File: src/rtl/sim_run_controller.sv
`default_nettype none
// +--------------------------------------------------------------------------+
// | Module      : sim_run_controller                                         |
// | Description : Run controller for the RISC-V core. It sequences the core  |
// |               reset, counts RUN cycles and retired instructions, detects |
// |               end-of-test from a riscv-tests style tohost store, applies |
// |               a cycle timeout and freezes the core once the run is done. |
// | Options     : SIM_CONSOLE_EN adds a byte console at TOHOST_ADDR+4.       |
// | Revision    : 1.0 - initial release                                      |
// +--------------------------------------------------------------------------+

module sim_run_controller #(
    parameter int                RST_CYCLES     = 2,
    parameter int                TIMEOUT_CYCLES = 30,
    parameter int                CNT_W          = 32,
    parameter int                ADDR_W         = 32,
    parameter int                DATA_W         = 32,
    parameter logic [ADDR_W-1:0] TOHOST_ADDR    = 'h0000_0FFC
) (
    input  logic              clk,
    input  logic              reset,
    input  logic              start,
    input  logic              mem_we,
    input  logic [ADDR_W-1:0] mem_addr,
    input  logic [DATA_W-1:0] mem_wdata,
    input  logic              retire,
    output logic              core_reset,
    output logic              busy,
    output logic              done,
    output logic              pass,
    output logic              fail,
    output logic              timeout,
    output logic [DATA_W-2:0] exit_code,
    output logic [CNT_W-1:0]  cycle_count,
    output logic [CNT_W-1:0]  instret_count
`ifdef SIM_CONSOLE_EN
    ,
    output logic              console_valid,
    output logic [7:0]        console_char
`endif
);

    // Hold counter needs at least one bit even when RST_CYCLES is 1.
    localparam int                HOLD_W       = (RST_CYCLES > 1) ? $clog2(RST_CYCLES) : 1;
    localparam logic [HOLD_W-1:0] HOLD_LOAD    = HOLD_W'(RST_CYCLES - 1);
    localparam logic [CNT_W-1:0]  TIMEOUT_LAST = CNT_W'(TIMEOUT_CYCLES - 1);
    localparam logic [CNT_W-1:0]  CNT_MAX      = '1;

    typedef enum logic [1:0] {
        IDLE       = 2'd0,
        RESET_HOLD = 2'd1,
        RUN        = 2'd2,
        DONE       = 2'd3
    } state_t;

    state_t              state;
    state_t              state_next;
    logic [HOLD_W-1:0]   hold_cnt;
    logic [HOLD_W-1:0]   hold_next;
    logic                core_reset_next;
    logic                busy_next;
    logic                done_next;
    logic                pass_next;
    logic                fail_next;
    logic                timeout_next;
    logic [DATA_W-2:0]   exit_code_next;
    logic [CNT_W-1:0]    cycle_next;
    logic [CNT_W-1:0]    instret_next;

    // A tohost store only ends the test when bit 0 (the "done" marker) is set.
    logic                tohost_hit;
    logic [DATA_W-2:0]   tohost_code;
    logic [CNT_W-1:0]    cycle_inc;
    logic [CNT_W-1:0]    instret_inc;

    assign tohost_hit  = mem_we && (mem_addr == TOHOST_ADDR) && mem_wdata[0];
    assign tohost_code = mem_wdata[DATA_W-1:1];

    // Counters saturate rather than wrap so a long run never reads as short.
    assign cycle_inc   = (cycle_count   == CNT_MAX) ? cycle_count   : cycle_count   + CNT_W'(1);
    assign instret_inc = (instret_count == CNT_MAX) ? instret_count : instret_count + CNT_W'(1);

    // State and all registered outputs; reset parks the core in reset.
    always_ff @(posedge clk or negedge reset) begin
        if (!reset) begin
            state         <= IDLE;
            hold_cnt      <= '0;
            core_reset    <= 1'b1;
            busy          <= 1'b0;
            done          <= 1'b0;
            pass          <= 1'b0;
            fail          <= 1'b0;
            timeout       <= 1'b0;
            exit_code     <= '0;
            cycle_count   <= '0;
            instret_count <= '0;
        end else begin
            state         <= state_next;
            hold_cnt      <= hold_next;
            core_reset    <= core_reset_next;
            busy          <= busy_next;
            done          <= done_next;
            pass          <= pass_next;
            fail          <= fail_next;
            timeout       <= timeout_next;
            exit_code     <= exit_code_next;
            cycle_count   <= cycle_next;
            instret_count <= instret_next;
        end
    end

    // Next-state and next-output logic; everything holds unless changed below.
    always_comb begin
        state_next      = state;
        hold_next       = hold_cnt;
        core_reset_next = core_reset;
        busy_next       = busy;
        done_next       = done;
        pass_next       = pass;
        fail_next       = fail;
        timeout_next    = timeout;
        exit_code_next  = exit_code;
        cycle_next      = cycle_count;
        instret_next    = instret_count;

        case (state)
            IDLE, DONE: begin
                // A new run starts from a clean slate, whether idle or finished.
                if (start) begin
                    state_next      = RESET_HOLD;
                    hold_next       = HOLD_LOAD;
                    core_reset_next = 1'b1;
                    busy_next       = 1'b1;
                    done_next       = 1'b0;
                    pass_next       = 1'b0;
                    fail_next       = 1'b0;
                    timeout_next    = 1'b0;
                    exit_code_next  = '0;
                    cycle_next      = '0;
                    instret_next    = '0;
                end
            end

            RESET_HOLD: begin
                // core_reset drops on the same edge that enters RUN.
                if (hold_cnt == '0) begin
                    state_next      = RUN;
                    core_reset_next = 1'b0;
                end else begin
                    hold_next = hold_cnt - HOLD_W'(1);
                end
            end

            RUN: begin
                // Counters advance on every RUN edge, including the final one.
                cycle_next = cycle_inc;
                if (retire) begin
                    instret_next = instret_inc;
                end

                // tohost takes priority over a timeout landing on the same edge.
                if (tohost_hit) begin
                    state_next      = DONE;
                    core_reset_next = 1'b1;
                    busy_next       = 1'b0;
                    done_next       = 1'b1;
                    exit_code_next  = tohost_code;
                    pass_next       = (tohost_code == '0);
                    fail_next       = (tohost_code != '0);
                end else if (cycle_count == TIMEOUT_LAST) begin
                    state_next      = DONE;
                    core_reset_next = 1'b1;
                    busy_next       = 1'b0;
                    done_next       = 1'b1;
                    timeout_next    = 1'b1;
                end
            end

            default: begin
                state_next = IDLE;
            end
        endcase
    end

`ifdef SIM_CONSOLE_EN
    localparam logic [ADDR_W-1:0] CONSOLE_ADDR = TOHOST_ADDR + ADDR_W'(4);

    logic console_hit;

    assign console_hit = (state == RUN) && mem_we && (mem_addr == CONSOLE_ADDR);

    // One-cycle character strobe per console store made during RUN.
    always_ff @(posedge clk or negedge reset) begin
        if (!reset) begin
            console_valid <= 1'b0;
            console_char  <= 8'h00;
        end else begin
            console_valid <= console_hit;
            if (console_hit) begin
                console_char <= mem_wdata[7:0];
            end
        end
    end
`endif

endmodule

`default_nettype wire

File: config.mk
export PLATFORM = sky130hd
export DESIGN_NAME = sim_run_controller
export DESIGN_NICKNAME = d
export VERILOG_FILES = /design/src/rtl/sim_run_controller.sv
export SDC_FILE = /design/constraint.sdc
export NUM_CORES = 1
export LEC_CHECK = 0
export CAP_MARGIN = 30
export CORE_MARGIN = 2
export CORE_UTILIZATION = 52
export CTS_BUF_LIST = sky130_fd_sc_hd__clkbuf_4
export DETAILED_ROUTE_END_ITERATION = 10
export MAX_ROUTING_LAYER = met4
export PLACE_DENSITY_LB_ADDON = 0.25
export SYNTH_ARGS = -nofsm -noshare
export SYNTH_HDL_FRONTEND = slang
export SYNTH_SLANG_ARGS = --single-unit
File: constraint.sdc
create_clock -name clk -period 6.55 [get_ports clk]
set_clock_uncertainty 0.1 [all_clocks]
set_input_delay 1.965 -clock clk [delete_from_list [all_inputs] [get_ports clk]]
set_output_delay 1.965 -clock clk [all_outputs]
set_load 0.02 [all_outputs]
==> summary by stage, run 1 <==
Status
The run finished with clean final reports.

Clocking
The total number of H-tree levels is 3. The cell chosen for the clock root is sky130_fd_sc_hd__clkbuf_4. The number of clock sinks seen by CTS is ~100. The number of cells upsized or downsized after cts is 0. The longest clock path from root to sink contains 2 buffers. The later-pin clock latency in the skew report is around 0.46 ns. After clock tree synthesis, the clock-pin slew on the worst setup and hold paths is 0.18 ns. The setup fix buffers added after clock tree synthesis is 0.

TritonCTS built the clock tree. The clock buffer count from CTS is 9. In this run, post-CTS hold repair placed 0 buffers.

STA
Hold timing on the final database bottoms out at a slack of just over 0.4 ns. The final max-slew violation count was 0. Setup violations remaining at the end of the flow were counted as 0. The minimum period implied by the final worst setup slack is between 4 and 5 ns.

Derived from the worst setup path, the maximum achievable clock frequency is roughly 240 MHz. After routing, the total negative slack on setup checks comes to 0 ns. The final hold violation count is 0. The worst max-slew margin expressed relative to the limit is a little over a quarter. At the pin with the least slew margin, the transition time is 1.08 ns. The final clock period utilization by the worst path is between 60% and 70%. Setup repair after global routing left no endpoint under its margin.

Finish
The post-layout net count is approximately 800. The number of antenna diodes in the final layout is 0. The number of cells in the finished layout apart from fillers is about 870. The layout-stage area growth over the synthesis result is 35.8%. Cells with a size suffix above 1 make up about 5.9% of the layout. After filler insertion, the fill cell instance count of the layout stands at between 700 and 800.

Synth
Sequential elements use slightly below 50% of the synthesized area. The synthesized design contains 0 enable-type register cells. The average instance in the mapped netlist occupies about 9.6 um^2. The number of warning messages in the yosys log is 0.

By area the synthesized netlist is led by sky130_fd_sc_hd__dfrtp_1 48%, sky130_fd_sc_hd__a21oi_1 5.3%, sky130_fd_sc_hd__a22o_1 5.2%. The post-synthesis net count is about 640. The mapped netlist covers ~5400 um^2. The cell count after synthesis came out at approximately 560.

After synthesis, the share of flip-flops with an asynchronous set or reset is 100%. In the synthesized netlist the dominant register cell turns out to be sky130_fd_sc_hd__dfrtp_1. The cell accounting for the most synthesized area is sky130_fd_sc_hd__dfrtp_1.

The synthesized design contains 104 register bits. The fraction of synthesized cell area taken by the top area cell type is a little under half. The number of different library cells used by synthesis comes to 57.

Pwr
The peak supply drop is between 100 and 150 uV. In this run the static leakage power is approximately 2.8 nW. For this design the ratio of total power to cell area is roughly 180 nW/um^2. The overall power after layout is 1.31 mW.

Setup path
STA puts the critical path data required time at slightly below 7 ns. The critical path is of the input pin to flop type. The critical path endpoint category is a flop. The data arrival time at the worst-slack endpoint is 4.41 ns. The largest driver fanout on the critical path is 33.

The category of the worst setup path launch point is an input pin.

Die
The initial utilization of the core area, before any placement, comes to 52.9%. Pin placement for this block handled 170 I/O pins. The die covers roughly 11000 um^2. After floorplanning, the core was divided into 37 placement rows. From left edge to right edge, the die measures between 100 and 150 um. The die height is around 110 um.

The placeable core region is approximately 10000 um^2.

Detailed routing
Once detail routing completed, the nets flagged for antenna violations numbered 0. The routed layout has 5385 vias. The vias per cell is roughly 6.2. The sum of routed wire length over all layers is approximately 16 mm. After detailed routing, the number of remaining DRC violations is 0. In this run, the number of DRC markers left after iteration 0 of detailed routing was about 320. The number of iterations in the first detailed-routing pass is 5. In the final routed layout, each cell accounts on average for 18.0 um.

GRT
Global routing used between 20% and 30% of the available tracks across all layers. The first-pass GRT wire length is ~26 mm. Entering global routing, the biggest net connects just under 60 pins.

After global routing the overflow that remains totals 0. The via count of the first global-routing pass is between 5000 and 6000. The number of antenna violations at the first check in global routing was 0.

Place
The placer's final routability congestion estimate is 0.891. The count of buffers inserted at the top-level ports is around 170. In this run, placement finished with an instance count of 848. After legalization and detailed placement, the total HPWL measured approximately 11 mm.

Flow run
The max-cap violation count is 0.

Worst hold path
In this run the worst hold path is classified as flop to flop.
worst max-delay path, stage by stage:
cell and delay (ns):
sky130_fd_sc_hd__clkdlybuf4s50_1 0.40, sky130_fd_sc_hd__or4_1 0.54, sky130_fd_sc_hd__nor4_2 0.44, sky130_fd_sc_hd__nand3_1 0.12, sky130_fd_sc_hd__a21o_1 0.54, sky130_fd_sc_hd__a22o_1 0.39
cell usage after synthesis, types with 14 or more instances:
cell type                 instances
sky130_fd_sc_hd__dfrtp_1        103
sky130_fd_sc_hd__nand4_1         26
sky130_fd_sc_hd__a22o_1          32
sky130_fd_sc_hd__nor4_1          25
sky130_fd_sc_hd__a21oi_1         57
sky130_fd_sc_hd__o21ai_0         50
sky130_fd_sc_hd__or3_1           37
sky130_fd_sc_hd__o31ai_1         14
sky130_fd_sc_hd__nand2_1         33
sky130_fd_sc_hd__nand3_1         29
sky130_fd_sc_hd__or4_1           17
sky130_fd_sc_hd__nor2_1          21
metrics by stage:
stage	cell area (um^2)	worst slack [ns]	util, %
after floorplan	5410	2.79	-
after global placement	7180	1.67	70.2
after detailed placement	7210	1.73	70.5
after CTS	7340	2.21	71.8
after global routing	7350	2.27	71.8
final	7350	2.41	71.8
path summary, 6_finish.rpt:
check,startpoint,end,slack (ns),depth (start not counted)
worst max-delay path,mem_addr[12],exit_code[10],2.41,6
max in group asynchronous,reset,instret_count[29],3.82,2
worst min-delay path,fail,fail,0.41,1
worst min register to register,fail,fail,0.41,1
worst max register to register,state[0],instret_count[5],3.12,8
min in group asynchronous,reset,cycle_count[25],1.43,1
flip-flops by register name (all words and copies together) (netlist names), 2 cells and up:
name	cells
cycle_count	32
exit_code	31
instret_count	32
state	2
layout by cell type, fill, tap and decap left out, types with 19 or more instances in the layout:
master / Yosys / final
sky130_fd_sc_hd__o21ai_0: 50 / 50
sky130_fd_sc_hd__a22o_1: 32 / 32
sky130_fd_sc_hd__nor2_1: 21 / 19
sky130_fd_sc_hd__a21oi_1: 57 / 57
sky130_fd_sc_hd__nor4_1: 25 / 25
sky130_fd_sc_hd__nand2_1: 33 / 33
sky130_fd_sc_hd__dfrtp_1: 103 / 103
sky130_fd_sc_hd__nand4_1: 26 / 26
sky130_fd_sc_hd__nand3_1: 29 / 29
sky130_fd_sc_hd__or3_1: 37 / 37
sky130_fd_sc_hd__clkdlybuf4s50_1: 0 / 168
final cells by class:
type	count	area (um^2)	area share, %
tap	136	170	2.32
timing repair buffer	174	1750	23.8
clock inverter	7	62.6	0.851
inverter	12	45.0	0.613
sequential	104	2600	35.4
multi-input combinational	423	2650	36.1
clock buffer	9	67.6	0.919
per-layer routing:
metal	global-route usage, %	part of all wire (%)	vias to the layer above
li1	-	-	2524
met1	38.9	43	2605
met2	46.5	49	235
met3	5.64	6.7	21
met4	6.39	1.2	0
met5	-	0	-
where the power goes:
part	leakage, nW	switching (mW)	total (mW)	internal (mW)
registers	1.41	0.0399	0.707	0.667
clock network	0.0626	0.233	0.318	0.0852
logic	1.37	0.162	0.282	0.121
total	2.84	0.434	1.31	0.873
cells by family (layout without fill, tap and decap cells):
logic type | count (synthesis) | after routing | synth area share, %
and+or+nand+nor | 235 | 235 | 25.6
DFF | 104 | 104 | 48.1
buffers and inverters | 37 | 202 | 3.14
xor gates and xnor gates | 3 | 3 | 0.486
AOI/OAI and AO/OA | 175 | 175 | 20.4
adders and majority gates | 6 | 6 | 1.39
muxes | 4 | 4 | 0.832
Power figures use the tool's default switching activity.
==> run 2: changes to the inputs <==
Settings changed: CORE_UTILIZATION 52 to 48.
Clock period 6.55 ns to 3.9 ns, I/O delays scaled along.
==> run 2 against run 1 <==
Net effect: highest routed layer unchanged; power grew 65%; combinational power grew 70%; cell count grew 0.92%; clock power grew 56%; die area grew 8.0%; hold slack lost 0.0090 ns; via count shrank 0.76%; non-clock buffer count grew 4; critical path type unchanged.
==> summary by stage, run 2 (synthesis results as in run 1) <==
Die
The die height was 110 um (+3.9%). The area of the die came to 12100 um^2 (+8.0%). The width of the chip is 110 um (+3.9%).

The placeable core region came to 10900 um^2 (+6.9%). The I/O pin total is 170 (unchanged). The starting utilization of the core area was 49.5% (-3.4 points). The total number of placement rows is 38 (+2.7%).

GRT
The number of antenna violations at the first check in global routing is 0 (unchanged). The met3 usage is 4.53% (-1.1 points). The layer flagged by global routing as most heavily used is met2. The maximum number of pins on one net before global-route repair is 56 (-5.1%). The aggregate global routing overflow came to 0 (unchanged). The first-pass GRT wire length came to 24.5 mm (-4.3%). The met2 global-route usage is 41.8% (-4.7 points).

The overall global routing resource usage is 26.2% (-2.8 points). The fraction of met1 tracks used by global routing is 34.2% (-4.7 points). The via count of the first global-routing pass is 5145 (-0.98%).

Place
The count of buffers inserted at the top-level ports is 169 (unchanged). The post-place instance area was 7260 um^2 (+0.66%). The placer's final routability congestion estimate is 0.869 (-2.4%).

The final HPWL from detailed placement is 11.0 mm (-3.1%). The setup slack after placement is 0.297 ns (-1.43 ns).

Clocking
The number of cells upsized or downsized after cts is 0 (unchanged). The clock buffer count from CTS was 9 (unchanged). The clock input transition at the sequential cells of the worst setup and hold paths is 0.16 ns (-0.02 ns). The setup fix buffers added after clock tree synthesis was 0 (unchanged). The largest buffer count on any clock path was 2 (unchanged). The count of hold buffers inserted by post-cts repair came to 0 (unchanged). The later-pin clock latency in the skew report came to 0.47 ns (about the same). The clock tree from TritonCTS is built. The number of clock sinks seen by CTS is 104 (unchanged).

The cell chosen for the clock root is sky130_fd_sc_hd__clkbuf_4. The total number of H-tree levels was 3 (unchanged).

Pwr
The leakage power summed over all cells is 2.86 nW (+0.54%). The overall power after layout was 2.16 mW (+65%). The switching power of the nets is 694 uW (+60%).

The peak supply drop came to 144 uV (+16%). The sequential share of power was 54.8% (+0.7 points). The portion of total power attributed to combinational logic is 22.2% (+0.6 points). The switching power as a share of total power is 32.2% (-1.0 points).

The portion of total power attributed to the clock network came to 23.0% (-1.3 points). The power per standard cell area is 293 nW/um^2 (+64%). The cell-internal power is 1.46 mW (+67%).

Setup path
The data arrival time at the worst-slack endpoint is 3.44 ns (-0.97 ns). The critical register-to-register path startpoint is state[0]. The critical path starts at start. STA classifies the critical path endpoint as a flop. The required time at the worst-slack endpoint is 4.22 ns (-2.60 ns). The critical path goes through clkdlybuf4s50_1 > mux2i_2 > nor2_1 > o21ai_1 > or4_1 > a21oi_1. The start-to-end type of the worst setup path is input pin to flop. The largest driver fanout on the critical path is 8 (-76%). The category of the worst setup path launch point is an input pin.

The delay of the slowest cell on the worst path is 0.63 ns (+0.09 ns). The slowest stage of the critical path belongs to the cell sky130_fd_sc_hd__clkdlybuf4s50_1.

Detailed routing
The detailed-route DRC error count was 0 (unchanged). The count of nets left with antenna violations after detail routing is 0 (unchanged). The vias per cell came to 6.12 (-1.7%).

The sum of routed wire length over all layers is 15.1 mm (-3.1%). The total vias in the final route is 5344 (-0.76%). The detail-routed net length per standard cell is 17.2 um (-4.0%). The number of iterations in the first detailed-routing pass came to 6 (+1).

The number of DRC markers after the initial detailed-route iteration is 334 (+3.7%).

Finish
The proportion of layout cells with a drive suffix above 1 is 6.14% (+0.24 points). The post-route cell area is 7370 um^2 (+0.29%). In the final layout, the registers with the most flip-flops are cycle_count: 32 flops, instret_count: 32 flops, exit_code: 31 flops. The multi-input gate area in the final layout is 2650 um^2 (unchanged).

The number of diodes added for antenna fixing was 0 (unchanged). The most common library cell in the layout ignoring fill and taps is sky130_fd_sc_hd__clkdlybuf4s50_1. The final-layout fill cell count was 901 (+16%). The register cell area after layout came to 2600 um^2 (unchanged). The post-layout net count is 803 (+0.50%).

The top cell types in the final layout, fill and taps aside, are 168 x sky130_fd_sc_hd__clkdlybuf4s50_1, 103 x sky130_fd_sc_hd__dfrtp_1, 57 x sky130_fd_sc_hd__a21oi_1. The area growth from synthesis to layout is 36.2%.

STA
The highest achievable clock rate is around 320 MHz. The worst max-slew margin expressed relative to the limit is 49.9% (+22 points). The final max-slew violation count is 0 (unchanged). The final clock period utilization by the worst path is 80.0%.

The final hold violation count came to 0 (unchanged). The minimum hold slack is 0.402 ns (-0.00904 ns). For the finished layout, the period the worst path requires is approximately 3.1 ns. The slew at the pin with the worst max-slew slack is 0.749 ns (-0.336 ns).

The accumulated negative setup slack is 0 ns (unchanged). The final count of negative-setup-slack endpoints is 0 (unchanged). Setup repair after global routing left no endpoint under its margin. The worst-case setup margin in the final layout is 0.780 ns (-1.63 ns).

Flow run
The max-cap violation count came to 0 (unchanged).

Worst hold path
The hold path startpoint is core_reset. The worst hold-check path type is flop to flop.

Status
The run finished with clean final reports.
==> run 2: layout make-up <==
type | count | area share (%)
clock buffers | 10 | 1.02
multi-input cells | 423 | 36.0
flip-flops and latches | 104 | 35.3
well taps | 140 | 2.38
clock inverters | 6 | 0.492
inverters | 12 | 0.611
repair buffers | 178 | 24.2
==> run 2: metal layers <==
metal	vias up	part of all wire [%]
met5	-	0
met4	0	1.7
met3	24	6.9
met2	225	48
met1	2560	44
li1	2535	-
==> run 2: final timing paths <==
kind | cells past startpoint | to | slack (ns)
min | 1 | core_reset | 0.40
min in group asynchronous | 1 | instret_count[11] | 0.60
min reg2reg | 1 | core_reset | 0.40
max reg2reg | 8 | cycle_count[20] | 1.12
max | 6 | cycle_count[20] | 0.78
max in group asynchronous | 2 | core_reset | 2.34
==> run 2: worst max-delay path, delay by kind of cell <==
kind / cells / cell delay, ns
AOI/OAI and AO/OA: 2 / 0.44
muxes: 1 / 0.22
buffers and inverters: 1 / 0.63
and+or+nand+nor: 2 / 0.97
==> run 2: through the flow <==
stage               utilization [%]  instances
global placement               66.4        857
detailed placement             66.4        857
CTS                            67.4        873
finish                         67.4        873
floorplan                         -        564
global route                   67.4        873
==> run 2: power by group through the flow <==
stage	clock, mW	combinational (mW)	sequential (mW)
finish	0.496	0.479	1.18
global route	0.550	0.527	1.19
CTS	0.506	0.480	1.18
detailed placement	0	0.478	1.20
global placement	0	0.464	1.20
floorplan	0	0.201	1.23
==> run 3: changes to the inputs <==
Settings changed: CORE_UTILIZATION 48 to 44.
Clock period 3.9 ns to 2.7 ns, I/O delays scaled along.
==> run 3 against run 2 <==
Net effect: global-route usage decreased by 0.39 points; clock power rose by 64%; largest cell class unchanged; flip-flop and latch count did not move; count of clock-buffer cells in the layout decreased by 1; via count grew 2.8%; non-clock buffer count grew 25; routed wire length rose by 8.5%; first-iteration DRC count up 36%; power is 53% higher.
==> summary by stage, run 3 (synthesis results as in run 1) <==
Status
The flow ran to the end, and the final reports show no timing, DRC or antenna violations.

Clocking
The clock input transition at the sequential cells of the worst setup and hold paths is 0.16 ns (about the same). The largest buffer count on any clock path came to 2 (unchanged). The number of clock sinks seen by CTS is 104 (unchanged). The setup fix buffers added after clock tree synthesis is 0 (unchanged). The cell sitting at the root of the clock tree is a sky130_fd_sc_hd__clkbuf_4.

TritonCTS built the clock tree. The later-pin clock latency in the skew report is 0.46 ns (about the same). The clock buffer count from CTS is 9 (unchanged). The total number of H-tree levels came to 3 (unchanged).

Setup path
The endpoint identified for the worst register-to-register timing path is cycle_count[20]. The critical path endpoint category is a flop. The setup slack on the worst flop-to-flop path is 0.15 ns (-0.97 ns). The required time at the worst-slack endpoint was 3.00 ns (-1.22 ns). The combined buffer and inverter count along the critical path came to 3 (+2). The largest driver fanout on the critical path is 32 (+24).

The critical path's top delay family is simple AND/OR/NAND/NOR gates. The delay of the slowest cell on the worst path is 0.57 ns (-0.06 ns). The critical register-to-register path startpoint is state[0].

The data arrival time at the worst-slack endpoint is 2.91 ns (-0.53 ns). Traced cell by cell, the critical path runs through clkdlybuf4s50_1 > or4_1 > nor4_4 > buf_4 > nand3_1 > nor2_2 > buf_12 > a22o_1. The worst setup path is of the input pin to flop kind. The slowest stage of the critical path is the sky130_fd_sc_hd__or4_1 cell. The depth of the most critical reg-to-reg path is 8 (unchanged). The category of the worst setup path launch point is an input pin.

Detailed routing
The number of DRC markers after the initial detailed-route iteration is 454 (+36%). The detailed-route DRC error count was 0 (unchanged). The total vias in the final route is 5495 (+2.8%). The sum of routed wire length over all layers was 16.3 mm (+8.5%). The vias per cell is 6.07 (-0.81%). The detail-routed net length per standard cell came to 18.0 um (+4.6%).

The number of iterations in the first detailed-routing pass was 5 (-1). The count of nets left with antenna violations after detail routing came to 0 (unchanged).

Finish
The most common library cell in the layout ignoring fill and taps is sky130_fd_sc_hd__clkdlybuf4s50_1. The post-layout net count is 828 (+3.1%). The post-route cell area is 7640 um^2 (+3.7%). The proportion of layout cells with a drive suffix above 1 is 9.50% (+3.4 points). In the final layout, the registers with the most flip-flops are cycle_count: 32 flops, instret_count: 32 flops, exit_code: 31 flops. The layout-stage area growth over the synthesis result is 41.2%. The number of diodes added for antenna fixing came to 0 (unchanged). The library cells used most frequently in the layout, excluding fill and tap cells, are 168 x sky130_fd_sc_hd__clkdlybuf4s50_1, 103 x sky130_fd_sc_hd__dfrtp_1, 57 x sky130_fd_sc_hd__a21oi_1.

The number of cells in the finished layout apart from fillers was 905 (+3.7%).

Place
The count of buffers inserted at the top-level ports came to 169 (unchanged). The post-place instance area is 7490 um^2 (+3.2%). The placer's final routability congestion estimate is 0.920 (+5.9%). The final HPWL from detailed placement is 12.3 mm (+12%). The instance count after placement with tap cells included is 889 (+3.7%).

GRT
The via count of the first global-routing pass was 5378 (+4.5%). The fraction of met1 tracks used by global routing is 34.8% (+0.67 points). The aggregate global routing overflow is 0 (unchanged).

The first-pass GRT wire length is 26.4 mm (+8.1%). In this run the most used layer during global routing was met2. The met3 usage is 4.01% (-0.52 points). The met2 global-route usage came to 39.9% (-1.9 points). The maximum number of pins on one net before global-route repair is 46 (-18%). The overall global routing resource usage came to 25.8% (-0.39 points). The number of antenna violations at the first check in global routing is 0 (unchanged).

STA
The final count of negative-setup-slack endpoints is 0 (unchanged). The worst max-slew margin expressed relative to the limit is 59.8% (+9.9 points). The final critical path takes up between 90 and 100% of the cycle. The final max-slew violation count was 0 (unchanged). The final hold violation count came to 0 (unchanged). Derived from the worst setup path, the maximum achievable clock frequency is between 300 and 400 MHz. Setup repair after global routing left no endpoint under its margin. The slew at the pin with the worst max-slew slack is 0.597 ns (-0.152 ns). The minimum period implied by the final worst setup slack is 2.62 ns.

Pwr
The leakage power summed over all cells is 3.03 nW (+6.0%). The peak supply drop is 216 uV (+50%). The power per standard cell area came to 432 nW/um^2 (+48%). The overall power after layout is 3.30 mW (+53%).

Die
The I/O pin total is 170 (unchanged). The starting utilization of the core area is 45.1% (-4.4 points). The width of the chip is 115 um (+4.3%). The area of the die is 13200 um^2 (+8.8%). The placeable core region is 12000 um^2 (+9.8%).

The die height came to 115 um (+4.3%). The total number of placement rows is 40 (+5.3%).

Flow run
The max-cap violation count is 0 (unchanged).

Worst hold path
The worst hold-check path type is input pin to async pin.
-- run 3: report_power, final --
part           internal (mW)  leakage (nW)  switching, mW
logic                  0.367          1.54          0.416
clock network          0.285        0.0800          0.527
registers               1.62          1.41         0.0845
total                   2.27          3.03           1.03
-- run 3: routing by layer --
layer | up-vias | wire length, um
li1 | 2569 | -
met1 | 2675 | 7180
met2 | 225 | 7810
met3 | 26 | 988
met4 | 0 | 352
met5 | - | 0
-- run 3: timing repair --
item	CTS	global route
hold buffers	0	0
endpoints found under the setup margin	0	25
resized for setup	0	1
-- run 3: per-stage QoR --
step	util (%)	worst slack, ns	TNS [ns]	hold slack, ns
final	63.6	0.0843	0	0.235
after global routing	63.6	0.000461	0	0.250
after CTS	63.5	0.0346	0	0.236
after detailed placement	62.4	-0.460	-18.37	0.374
after global placement	62.4	-0.398	-15.64	0.364
after floorplan	-	0.0985	0	0.381
-- run 3: worst max path at each step --
stage	endpoint	slack, ns	start	cells after the start
global placement	exit_code[13]	-0.40	mem_addr[12]	7
floorplan	exit_code[0]	0.1	mem_addr[12]	6
CTS	exit_code[26]	0.03	mem_addr[12]	8
detailed placement	exit_code[26]	-0.46	mem_addr[12]	8
finish	exit_code[26]	0.08	mem_addr[12]	8
global route	done	0.0005	mem_addr[12]	7
-- run 3: final cells by class --
type,count,area (um^2)
fill,1015,4370
multi-input combinational,423,2660
clock buffer,9,67.6
sequential,104,2600
tap,147,184
clock inverter,7,71.3
timing repair buffer,203,2010
inverter,12,45.0
-- run 3: worst register-to-register path: stages, from the launching register on --
cell                      delay [ns]
sky130_fd_sc_hd__dfrtp_1        0.42
sky130_fd_sc_hd__inv_1          0.08
sky130_fd_sc_hd__ha_1           0.41
sky130_fd_sc_hd__mux2i_2        0.22
sky130_fd_sc_hd__buf_4          0.18
sky130_fd_sc_hd__nor2_1         0.19
sky130_fd_sc_hd__o21ai_1        0.22
sky130_fd_sc_hd__or4_1          0.52
sky130_fd_sc_hd__a21oi_1        0.17
